==> src/rtl/axi4_lite_pkg.sv <==
// ----------------------------------------------------------------------------
// axi4_lite_pkg
//   Shared definitions for the AXI4-Lite register slave:
//   - AXI response codes (OKAY / SLVERR)
//   - write channel FSM state type (W_IDLE/W_ADDR/W_DATA/W_RESP)
//   - read channel FSM state type  (R_IDLE/R_DATA)
// ----------------------------------------------------------------------------
package axi4_lite_pkg;

    localparam logic [1:0] RESP_OKAY   = 2'b00;
    localparam logic [1:0] RESP_SLVERR = 2'b10;

    // W_ADDR: address taken, still waiting for data
    // W_DATA: data taken, still waiting for address
    typedef enum logic [1:0] {
        W_IDLE = 2'd0,
        W_ADDR = 2'd1,
        W_DATA = 2'd2,
        W_RESP = 2'd3
    } wr_state_t;

    typedef enum logic {
        R_IDLE = 1'b0,
        R_DATA = 1'b1
    } rd_state_t;

endpackage

==> src/rtl/axi4_lite_addr_decode.sv <==
// ----------------------------------------------------------------------------
// axi4_lite_addr_decode
//   Purely combinational byte-address decoder for the register bank.
//   Word index = (addr - BASE_ADDR) >> 2; the two byte-offset bits are ignored.
//   Indices 0..NUM_REGS-1 are RW registers, index NUM_REGS is the RO status word.
// Ports
//   i_addr      in  ADDR_WIDTH  byte address to decode
//   o_idx       out IDX_W       word index (valid when o_in_range)
//   o_in_range  out 1           address maps to a RW register or the status word
//   o_is_ro     out 1           address maps to the read-only status word
// ----------------------------------------------------------------------------
module axi4_lite_addr_decode
    import axi4_lite_pkg::*;
#(
    parameter int                    ADDR_WIDTH = 32,
    parameter int                    NUM_REGS   = 16,
    parameter logic [ADDR_WIDTH-1:0] BASE_ADDR  = 32'h0000_2000,
    parameter int                    IDX_W      = $clog2(NUM_REGS + 1)
) (
    input  logic [ADDR_WIDTH-1:0] i_addr,
    output logic [IDX_W-1:0]      o_idx,
    output logic                  o_in_range,
    output logic                  o_is_ro
);

    logic [ADDR_WIDTH-1:0] w_offset;
    logic [ADDR_WIDTH-1:0] w_word;

    assign w_offset = i_addr - BASE_ADDR;
    assign w_word   = w_offset >> 2;

    // The full-width word number is compared so that addresses far above the
    // bank do not alias back into it through the truncated index.
    assign o_in_range = (i_addr >= BASE_ADDR) && (w_word <= ADDR_WIDTH'(NUM_REGS));
    assign o_is_ro    = o_in_range && (w_word == ADDR_WIDTH'(NUM_REGS));
    assign o_idx      = w_word[IDX_W-1:0];

endmodule

==> src/rtl/axi4_lite_reg_slave.sv <==
// ----------------------------------------------------------------------------
// axi4_lite_reg_slave
//   AXI4-Lite slave register bank: NUM_REGS read/write word registers with
//   byte strobes plus one read-only status word at index NUM_REGS.
//   Write and read channels are independent FSMs and run concurrently.
//
// Build option
//   AXI_SLVERR_EN  when defined, out-of-range / read-only writes answer SLVERR
//                  and out-of-range reads answer SLVERR; otherwise every
//                  response is OKAY.
//
// Ports
//   aclk, aresetn            clock; synchronous active-low reset
//   awvalid/awready/awaddr/awprot   write address channel (awprot ignored)
//   wvalid/wready/wdata/wstrb       write data channel
//   bvalid/bready/bresp             write response channel
//   arvalid/arready/araddr/arprot   read address channel (arprot ignored)
//   rvalid/rready/rdata/rresp       read data channel
//   status_in                        read-only word at index NUM_REGS
//   reg_q                            all RW registers, index 0 in the LSBs
// ----------------------------------------------------------------------------
module axi4_lite_reg_slave
    import axi4_lite_pkg::*;
#(
    parameter int                    ADDR_WIDTH = 32,
    parameter int                    DATA_WIDTH = 32,
    parameter int                    NUM_REGS   = 16,
    parameter logic [ADDR_WIDTH-1:0] BASE_ADDR  = 32'h0000_2000
) (
    input  logic                           aclk,
    input  logic                           aresetn,
    input  logic                           awvalid,
    output logic                           awready,
    input  logic [ADDR_WIDTH-1:0]          awaddr,
    input  logic [2:0]                     awprot,
    input  logic                           wvalid,
    output logic                           wready,
    input  logic [DATA_WIDTH-1:0]          wdata,
    input  logic [DATA_WIDTH/8-1:0]        wstrb,
    output logic                           bvalid,
    input  logic                           bready,
    output logic [1:0]                     bresp,
    input  logic                           arvalid,
    output logic                           arready,
    input  logic [ADDR_WIDTH-1:0]          araddr,
    input  logic [2:0]                     arprot,
    output logic                           rvalid,
    input  logic                           rready,
    output logic [DATA_WIDTH-1:0]          rdata,
    output logic [1:0]                     rresp,
    input  logic [DATA_WIDTH-1:0]          status_in,
    output logic [NUM_REGS*DATA_WIDTH-1:0] reg_q
);

    localparam int STRB_W = DATA_WIDTH / 8;
    localparam int IDX_W  = $clog2(NUM_REGS + 1);

    // ------------------------------------------------------------------
    // State and registered outputs
    // ------------------------------------------------------------------
    wr_state_t r_wr_state;
    wr_state_t w_wr_state_next;
    rd_state_t r_rd_state;
    rd_state_t w_rd_state_next;

    logic                  r_rst_done;
    logic                  r_awready;
    logic                  r_wready;
    logic                  r_bvalid;
    logic [1:0]            r_bresp;
    logic                  r_arready;
    logic                  r_rvalid;
    logic [1:0]            r_rresp;
    logic [DATA_WIDTH-1:0] r_rdata;

    // Holding registers for whichever of AW / W arrives first
    logic [ADDR_WIDTH-1:0] r_awaddr;
    logic [DATA_WIDTH-1:0] r_wdata;
    logic [STRB_W-1:0]     r_wstrb;

    logic [DATA_WIDTH-1:0] r_regs [NUM_REGS];

    // ------------------------------------------------------------------
    // Combinational nets
    // ------------------------------------------------------------------
    logic                  w_aw_hs;
    logic                  w_w_hs;
    logic                  w_ar_hs;
    logic                  w_commit;
    logic [ADDR_WIDTH-1:0] w_wr_addr;
    logic [DATA_WIDTH-1:0] w_wr_data;
    logic [STRB_W-1:0]     w_wr_strb;
    logic [IDX_W-1:0]      w_wr_idx;
    logic                  w_wr_in_range;
    logic                  w_wr_is_ro;
    logic [IDX_W-1:0]      w_rd_idx;
    logic                  w_rd_in_range;
    logic                  w_rd_is_ro;
    logic [DATA_WIDTH-1:0] w_rd_word;
    logic [1:0]            w_bresp;
    logic [1:0]            w_rresp;
    logic                  w_unused_prot;

    assign w_unused_prot = ^{awprot, arprot};

    assign w_aw_hs = awvalid && r_awready;
    assign w_w_hs  = wvalid  && r_wready;
    assign w_ar_hs = arvalid && r_arready;

    // On the commit edge the late-arriving half comes straight from the bus,
    // the early half from the holding register.
    assign w_wr_addr = w_aw_hs ? awaddr : r_awaddr;
    assign w_wr_data = w_w_hs  ? wdata  : r_wdata;
    assign w_wr_strb = w_w_hs  ? wstrb  : r_wstrb;

    // ------------------------------------------------------------------
    // Address decoders, one per channel
    // ------------------------------------------------------------------
    axi4_lite_addr_decode #(
        .ADDR_WIDTH (ADDR_WIDTH),
        .NUM_REGS   (NUM_REGS),
        .BASE_ADDR  (BASE_ADDR),
        .IDX_W      (IDX_W)
    ) u_wr_decode (
        .i_addr     (w_wr_addr),
        .o_idx      (w_wr_idx),
        .o_in_range (w_wr_in_range),
        .o_is_ro    (w_wr_is_ro)
    );

    axi4_lite_addr_decode #(
        .ADDR_WIDTH (ADDR_WIDTH),
        .NUM_REGS   (NUM_REGS),
        .BASE_ADDR  (BASE_ADDR),
        .IDX_W      (IDX_W)
    ) u_rd_decode (
        .i_addr     (araddr),
        .o_idx      (w_rd_idx),
        .o_in_range (w_rd_in_range),
        .o_is_ro    (w_rd_is_ro)
    );

`ifdef AXI_SLVERR_EN
    assign w_bresp = (w_wr_in_range && !w_wr_is_ro) ? RESP_OKAY : RESP_SLVERR;
    assign w_rresp = w_rd_in_range ? RESP_OKAY : RESP_SLVERR;
`else
    assign w_bresp = RESP_OKAY;
    assign w_rresp = RESP_OKAY;
`endif

    // ------------------------------------------------------------------
    // Reset release tracker: readies stay low on the release edge and
    // rise on the edge after it.
    // ------------------------------------------------------------------
    always_ff @(posedge aclk) begin
        if (!aresetn) begin
            r_rst_done <= 1'b0;
        end else begin
            r_rst_done <= 1'b1;
        end
    end

    // ------------------------------------------------------------------
    // Write FSM
    // ------------------------------------------------------------------
    always_comb begin
        w_wr_state_next = r_wr_state;
        w_commit        = 1'b0;
        case (r_wr_state)
            W_IDLE: begin
                if (w_aw_hs && w_w_hs) begin
                    w_commit        = 1'b1;
                    w_wr_state_next = W_RESP;
                end else if (w_aw_hs) begin
                    w_wr_state_next = W_ADDR;
                end else if (w_w_hs) begin
                    w_wr_state_next = W_DATA;
                end
            end
            W_ADDR: begin
                if (w_w_hs) begin
                    w_commit        = 1'b1;
                    w_wr_state_next = W_RESP;
                end
            end
            W_DATA: begin
                if (w_aw_hs) begin
                    w_commit        = 1'b1;
                    w_wr_state_next = W_RESP;
                end
            end
            W_RESP: begin
                if (bready) begin
                    w_wr_state_next = W_IDLE;
                end
            end
            default: w_wr_state_next = W_IDLE;
        endcase
    end

    always_ff @(posedge aclk) begin
        if (!aresetn) begin
            r_wr_state <= W_IDLE;
            r_awready  <= 1'b0;
            r_wready   <= 1'b0;
            r_bvalid   <= 1'b0;
            r_bresp    <= RESP_OKAY;
            r_awaddr   <= '0;
            r_wdata    <= '0;
            r_wstrb    <= '0;
        end else begin
            r_wr_state <= w_wr_state_next;
            // Readies are registered copies of the next state's acceptance
            r_awready  <= r_rst_done &&
                          ((w_wr_state_next == W_IDLE) || (w_wr_state_next == W_DATA));
            r_wready   <= r_rst_done &&
                          ((w_wr_state_next == W_IDLE) || (w_wr_state_next == W_ADDR));
            r_bvalid   <= (w_wr_state_next == W_RESP);
            if (w_aw_hs) begin
                r_awaddr <= awaddr;
            end
            if (w_w_hs) begin
                r_wdata <= wdata;
                r_wstrb <= wstrb;
            end
            if (w_commit) begin
                r_bresp <= w_bresp;
            end
        end
    end

    // ------------------------------------------------------------------
    // Register bank: byte-lane writes; RO and out-of-range writes dropped
    // ------------------------------------------------------------------
    always_ff @(posedge aclk) begin
        if (!aresetn) begin
            for (int i = 0; i < NUM_REGS; i++) begin
                r_regs[i] <= '0;
            end
        end else if (w_commit && w_wr_in_range && !w_wr_is_ro) begin
            for (int i = 0; i < NUM_REGS; i++) begin
                if (w_wr_idx == IDX_W'(i)) begin
                    for (int b = 0; b < STRB_W; b++) begin
                        if (w_wr_strb[b]) begin
                            r_regs[i][b*8 +: 8] <= w_wr_data[b*8 +: 8];
                        end
                    end
                end
            end
        end
    end

    genvar gi;
    generate
        for (gi = 0; gi < NUM_REGS; gi++) begin : g_reg_q
            assign reg_q[gi*DATA_WIDTH +: DATA_WIDTH] = r_regs[gi];
        end
    endgenerate

    // ------------------------------------------------------------------
    // Read FSM
    // ------------------------------------------------------------------
    // Reads sample r_regs before any same-edge write lands, so a
    // simultaneous write/read to one register returns the old value.
    always_comb begin
        w_rd_word = '0;
        if (w_rd_in_range) begin
            if (w_rd_is_ro) begin
                w_rd_word = status_in;
            end else begin
                for (int i = 0; i < NUM_REGS; i++) begin
                    if (w_rd_idx == IDX_W'(i)) begin
                        w_rd_word = r_regs[i];
                    end
                end
            end
        end
    end

    always_comb begin
        w_rd_state_next = r_rd_state;
        case (r_rd_state)
            R_IDLE: begin
                if (w_ar_hs) begin
                    w_rd_state_next = R_DATA;
                end
            end
            R_DATA: begin
                if (rready) begin
                    w_rd_state_next = R_IDLE;
                end
            end
            default: w_rd_state_next = R_IDLE;
        endcase
    end

    always_ff @(posedge aclk) begin
        if (!aresetn) begin
            r_rd_state <= R_IDLE;
            r_arready  <= 1'b0;
            r_rvalid   <= 1'b0;
            r_rdata    <= '0;
            r_rresp    <= RESP_OKAY;
        end else begin
            r_rd_state <= w_rd_state_next;
            r_arready  <= r_rst_done && (w_rd_state_next == R_IDLE);
            r_rvalid   <= (w_rd_state_next == R_DATA);
            if (w_ar_hs) begin
                r_rdata <= w_rd_word;
                r_rresp <= w_rresp;
            end
        end
    end

    // ------------------------------------------------------------------
    // Outputs
    // ------------------------------------------------------------------
    assign awready = r_awready;
    assign wready  = r_wready;
    assign bvalid  = r_bvalid;
    assign bresp   = r_bresp;
    assign arready = r_arready;
    assign rvalid  = r_rvalid;
    assign rdata   = r_rdata;
    assign rresp   = r_rresp;

endmodule
==> config.mk <==
export PLATFORM = sky130hd
export DESIGN_NAME = axi4_lite_reg_slave
export DESIGN_NICKNAME = d
export VERILOG_FILES = /design/src/rtl/axi4_lite_pkg.sv /design/src/rtl/axi4_lite_addr_decode.sv /design/src/rtl/axi4_lite_reg_slave.sv
export SDC_FILE = /design/constraint.sdc
export NUM_CORES = 1
export LEC_CHECK = 0
export CAP_MARGIN = 0
export CORE_AREA = 4 4 273 275
export CTS_BUF_LIST = sky130_fd_sc_hd__clkbuf_2 sky130_fd_sc_hd__clkbuf_4 sky130_fd_sc_hd__clkbuf_8
export DETAILED_ROUTE_END_ITERATION = 6
export DIE_AREA = 0 0 277 279
export SLEW_MARGIN = 20
export SYNTH_ARGS = -nofsm -noshare
export SYNTH_HDL_FRONTEND = slang
export SYNTH_SLANG_ARGS = --single-unit
==> constraint.sdc <==
create_clock -name aclk -period 7.3 [get_ports aclk]
set_input_delay 0.73 -clock aclk [delete_from_list [all_inputs] [get_ports aclk]]
set_output_delay 0.73 -clock aclk [all_outputs]
set_load 0.02 [all_outputs]
# After elaboration in Yosys (flattened, before gate mapping)
# Memory sizes are Yosys's and may differ from the RTL's.
# Index checks and enable logic that the tools add are counted.
[totals]
ff_bits = 108
ram_bits = 512
output_inout_bits = 553
memories = 1
[memory_table]
columns = ["name", "depth", "width", "rd", "rd_ports_with_merged_regs", "wr", "line", "text"]
rows = [
  ["r_regs", 16, 32, 16, 0, 16, "axi4_lite_reg_slave.sv:81", "logic [DATA_WIDTH-1:0] r_regs [NUM_REGS];"],
]
[op_classes]
n_addsub = 2
magnitude_cmp = 4
n_eq_ne = 38
mux = 361
n_bitwise = 66
n_reduce_logical = 20
[ops]
columns = ["op", "count"]
rows = [
  ["2-to-1 mux 32 bit", 20],
  ["2-to-1 mux 8 bit", 64],
  ["2-to-1 mux 1 bit", 267],
  ["== test 5 x 4 -> 1 bit (second input constant)", 16],
  ["greater-or-equal comparator 32 x 14 -> 1 bit (second input constant)", 2],
  ["bitwise OR 1 bit", 64],
  ["subtractor 32 x 14 -> 32 bit (second input constant)", 2],
  ["== test 30 x 5 -> 1 bit (second input constant)", 2],
  ["<= comparator 30 x 5 -> 1 bit (second input constant)", 2],
  ["== test 5 x 3 -> 1 bit (second input constant)", 8],
  ["== test 5 x 2 -> 1 bit (second input constant)", 4],
  ["logical AND 1 bit", 13],
  ["2-to-1 mux 2 bit", 6],
  ["== test 5 x 1 -> 1 bit (second input constant)", 2],
  ["zero test 5 bit", 2],
  ["== test 2 bit (second input constant)", 4],
  ["one-hot mux 2 bit (4 select lines)", 1],
  ["== test 2 x 1 -> 1 bit (second input constant)", 2],
  ["zero test 2 bit", 2],
  ["2-to-1 mux 4 bit", 1],
  ["one-hot mux 1 bit (3 select lines)", 1],
  ["logical OR 1 bit", 2],
  ["NOT 1 bit", 2],
  ["one-hot mux 1 bit (2 select lines)", 1],
  ["zero test 1 bit", 1],
]

# Depth between registers and ports, before layout
[depth]
depth_word = 20
mapped_depth = 15
depth_no_buf = 10

# Cells and area by module
# A second synthesis with hierarchy kept.
[unflattened]
cells_unflattened = 2489
hier_area_um2 = 27671.5
[modules_own_cells]
columns = ["mod", "n_inst", "cells_per_inst", "area_each_um2", "seq_area_each_um2"]
rows = [
  ["axi4_lite_reg_slave", 1, 2374, 26900.8, 17536.8],
  ["axi4_lite_addr_decode (u_rd_decode)", 1, 61, 402.9, 0.0],
  ["axi4_lite_addr_decode (u_wr_decode)", 1, 54, 367.9, 0.0],
]

# Worst setup path before layout
# No wires, ideal clock.
[synth_timing]
path_type = "in2reg"
startpoint = "input awvalid"
endpoint = "memory r_regs[5][0], in the netlist r_regs[0][160], enable pin"
setup_ns = 0.384
arrival_time_ns = 4.471
t_required_ns = 6.916
path_slack_ns = 2.445
cell_stages = 14
path_buffers = 5
cell_sequence = "buf_6 -> nand2_1 -> clkbuf_1 -> clkbuf_1 -> mux2i_1 -> ha_1 -> nand3_1 -> o41a_1 -> or4_1 -> a2111oi_2 -> buf_4 -> nand2_1 -> clkbuf_1 -> o21ai_0"
[synth_rtl]
columns = ["element", "line", "text"]
rows = [
  ["from (decl)", "axi4_lite_reg_slave.sv:32", "input logic awvalid,"],
  ["to (decl)", "axi4_lite_reg_slave.sv:81", ""],
]

# Worst setup path after layout
[layout_timing]
startpoint = "input araddr[3]"
endpoint = "register r_rdata[17], in the netlist rdata[17]"
[layout_between]
elab_chain_len = 20
word_cells_on_any_way = 40
[layout_rtl]
columns = ["element", "line", "text"]
rows = [
  ["from (decl)", "axi4_lite_reg_slave.sv:45", "input logic [ADDR_WIDTH-1:0] araddr,"],
  ["subtractor 32 x 14 -> 32 bit", "axi4_lite_addr_decode.sv:29", "assign w_offset = i_addr - BASE_ADDR;"],
  ["zero test 5 bit", "axi4_lite_reg_slave.sv:272", "if (w_rd_idx == IDX_W'(i)) begin"],
  ["2-to-1 mux 32 bit (16 in series)", "axi4_lite_reg_slave.sv:272", ""],
  ["2-to-1 mux 32 bit", "axi4_lite_reg_slave.sv:268", "if (w_rd_is_ro) begin"],
  ["2-to-1 mux 32 bit *", "axi4_lite_reg_slave.sv:267", "if (w_rd_in_range) begin"],
  ["to (signal assigned)", "axi4_lite_reg_slave.sv:309", "r_rdata <= w_rd_word;"],
  ["to (decl)", "axi4_lite_reg_slave.sv:74", "logic [DATA_WIDTH-1:0] r_rdata;"],
]
# Every way passes the cells marked *; elsewhere a longest branch is shown, timed or not.
# A chain may end at the register's enable or synchronous reset.

==> results.ini <==
[power]
combPwrFrac_pct=11.7
p_clk_share_pct=39.4
seqPwrFrac_pct=49.0
ir_drop_mv=0.140
p_sw_share_pct=26.7
power_mw=8.33
leakage_nw=12.8
powerDensity_nw_per_um2=223
internal-power_mw=6.11
netSwitchingPower_mw=2.22

[timing]
holdWs_ps=459
period_needed_ps=4930
final_hold_viol_count=0
max_freq_mhz=203
fin_tns_setup_ps=0
drv_slew=0
rsz0062_at_grt=no
setup_viol=0
min_period_over_period_pct=67.5
worst_slew_pin_slew_ps=1300
fin_worst_skew_ps=28.3
fin_ws_ps=2370
slew_headroom_pct=11.4

[synthesis]
synthCells=2357
synth_area_leaders=edfxtp_1 57%, dfxtp_1 7.9%, nor2_1 5.0%, nand2_1 4.3%, o21ai_0 2.9%
synth-simple-area-share_pct=15.2
synth-adder-area-share_pct=0.0930
ys_ff_latch=618
yosysTopAreaCellShare_pct=57.1
avgSynthCellArea_um2=11.4
synth_xor_area_share_pct=0.0325
synthArstFlopShare_pct=0
synth_ff_type=edfxtp_1
synth-seq-area-share_pct=65.0
yosys-top-cells-count=512 x edfxtp_1, 359 x nor2_1, 310 x nand2_1
synth_compound_area_share_pct=15.9
synth_top_family_by_area=compound AO/OA/AOI/OAI gates
yosys.cell_count.top_type=edfxtp_1
yosysWarnings=0
muxShareOfSynthArea_pct=0.493
synth_edf_count=512
ys_types=73
netlist_area_um2=26900
synth_top_area_cell=edfxtp_1

[cells_and_area]
n_fill_cell=6462
post-route-util_pct=51.7
finalNonFillerCells=4170
layout.nets=3270
register_area_um2=17500
layout-drive-gt1-share_pct=12.1
fin_area_um2=37400
multi_input_area_um2=8640
area_growth_pct=39.0

[die]
die_w_um=277
core_um2=72300
die_h_um=279
die_area_um2=77300
io_pins=698
start_util_pct=37.2
row_count=99

[clock_network]
post_cts_buffers=0
cts_made_buffers=103
cts_hold_buf=0
ctsHtreeMaxLevel=3
cts_tree=built
clock_path_buffers=3
clk_latency_ps=730
cts-resized-gates=0
root_buffer=clkbuf_8
cts.clk_slew.worst_paths_ps=70
cts.sinks=618

[min_path]
min_from=rdata[19]
min_path_type=reg -> reg
worstHoldEndpoint=rdata[19]
holdPathStages=2

[placed_design]
gp_congestion=0.932
dp.cells=3977
io_buffers=683
pre_cts_ws_ps=1800
place_hpwl_um=107000
placed_area_um2=35200

[setup_path]
start_kind=input pin
critical_path_class=in -> reg
r2r_setup_slack_ps=2530
worst_setup_path_end_kind=flop
worstPathMaxFanout=18
reg2regPathDepth=8
required_ps=7900
crit_arrival_ps=5530
regToRegEndpoint=r_regs[0][231]
r2r_start=awready

[global_route]
grtUsageTotal_pct=34.5
grt_pass1_vias=24100
grt_overflow_total=0
grt_pass1_wl_um=190000
antenna_found_initial=3
grt_max_degree=75

[detailed_routing]
antenna_left=0
via_per_inst=5.98
wl_per_cell_um=33.5
num_vias=24900
finalWirelength_um=140000
drc=0
drtIter0Drc=3330
first_pass_iters=6

[flow_run]
drv_cap=0

[run_status]
status=finished, final reports clean

-- area by class of cell --
cell class              count  share of cell area (%)
flip-flops and latches    618                    46.8
well taps                 959                    3.21
diodes                      5                  0.0335
multi-input cells        1571                    23.1
clock inverters            58                    1.30
inverters                  10                   0.100
clock buffers             130                    4.43
repair buffers            819                    21.0
-- metal layers --
layer | wire, um | track usage [%] | up-vias
li1 | - | - | 10300
met4 | 6750 | 14.0 | 0
met3 | 14100 | 8.10 | 323
met2 | 69100 | 59.7 | 1765
met1 | 49700 | 41.7 | 12500
met5 | 0 | 0 | -
-- kinds of logic after synthesis --
kind of cell	count (synthesis)
mux	13
buf+inv	171
compound gates	638
fa+ha+maj	2
xor+xnor	1
flops	618
simple gates	913
other cells	1
-- flip-flops by register name, summed over array words and instances, names as in the netlist --
register	cells
arready	1
r_awaddr	30
r_regs	512
r_wr_state	2
bvalid	1
wready	1
rvalid	1
rdata	32
r_wdata	32
r_rst_done	1
awready	1
r_wstrb	4
-- how the worst max path moves through the flow --
stage / startpoint / to / slack (ps) / depth (start not counted)
floorplan: awvalid / r_regs[0][160] / 2440 / 14
global placement: awvalid / r_regs[0][32] / 1900 / 9
detailed placement: awvalid / r_regs[0][203] / 1800 / 11
CTS: awvalid / r_regs[0][205] / 2540 / 11
global route: awvalid / r_regs[0][204] / 2210 / 11
finish: araddr[3] / rdata[17] / 2370 / 9
-- power groups by stage --
stage          clock network [mW]  registers, mW  logic, mW
6_report                     3.28           4.08      0.974
3_5_place_dp                    0           4.15      0.966
5_1_grt                      3.46           4.08       1.01
3_3_place_gp                    0           4.15      0.962
4_1_cts                      3.30           4.07      0.970
2_1_floorplan                   0           4.24      0.251
-- cells in the final DEF, fill, tap and decap left out, types with 11 or more instances in the layout --
| cell type | synthesis | routed |
|---|---|---|
| a221oi_1 | 24 | 24 |
| dfxtp_1 | 106 | 106 |
| mux2i_1 | 11 | 11 |
| o211ai_1 | 14 | 14 |
| nor2_2 | 50 | 57 |
| nor2b_1 | 14 | 12 |
| clkdlybuf4s50_1 | 0 | 681 |
| o22ai_1 | 55 | 55 |
| o221ai_1 | 12 | 12 |
| or3_1 | 11 | 11 |
| o21ai_0 | 155 | 155 |
| nand4_1 | 17 | 17 |
| clkinv_2 | 0 | 16 |
| a21oi_1 | 95 | 95 |
| a21boi_0 | 88 | 88 |
| nor3_1 | 25 | 22 |
| a31oi_1 | 11 | 11 |
| buf_4 | 5 | 136 |
| clkbuf_4 | 0 | 21 |
| clkinv_1 | 1 | 27 |
| a221o_1 | 12 | 12 |
| nand3_1 | 21 | 21 |
| and3_1 | 12 | 12 |
| and2_1 | 17 | 17 |
| nand2_1 | 310 | 310 |
| edfxtp_1 | 512 | 512 |
| nor2_1 | 359 | 351 |
| a22oi_1 | 79 | 79 |
| clkbuf_8 | 0 | 109 |
| nor4_1 | 14 | 14 |
-- worst max-delay path, stage by stage --
cell,delay [ps]
clkdlybuf4s50_1,870
nand2b_1,790
nor2_1,970
buf_4,400
nor4_1,130
a2111oi_0,1060
o41ai_1,260
o21ai_0,220
a21oi_1,60
Power figures use the tool's default switching activity.
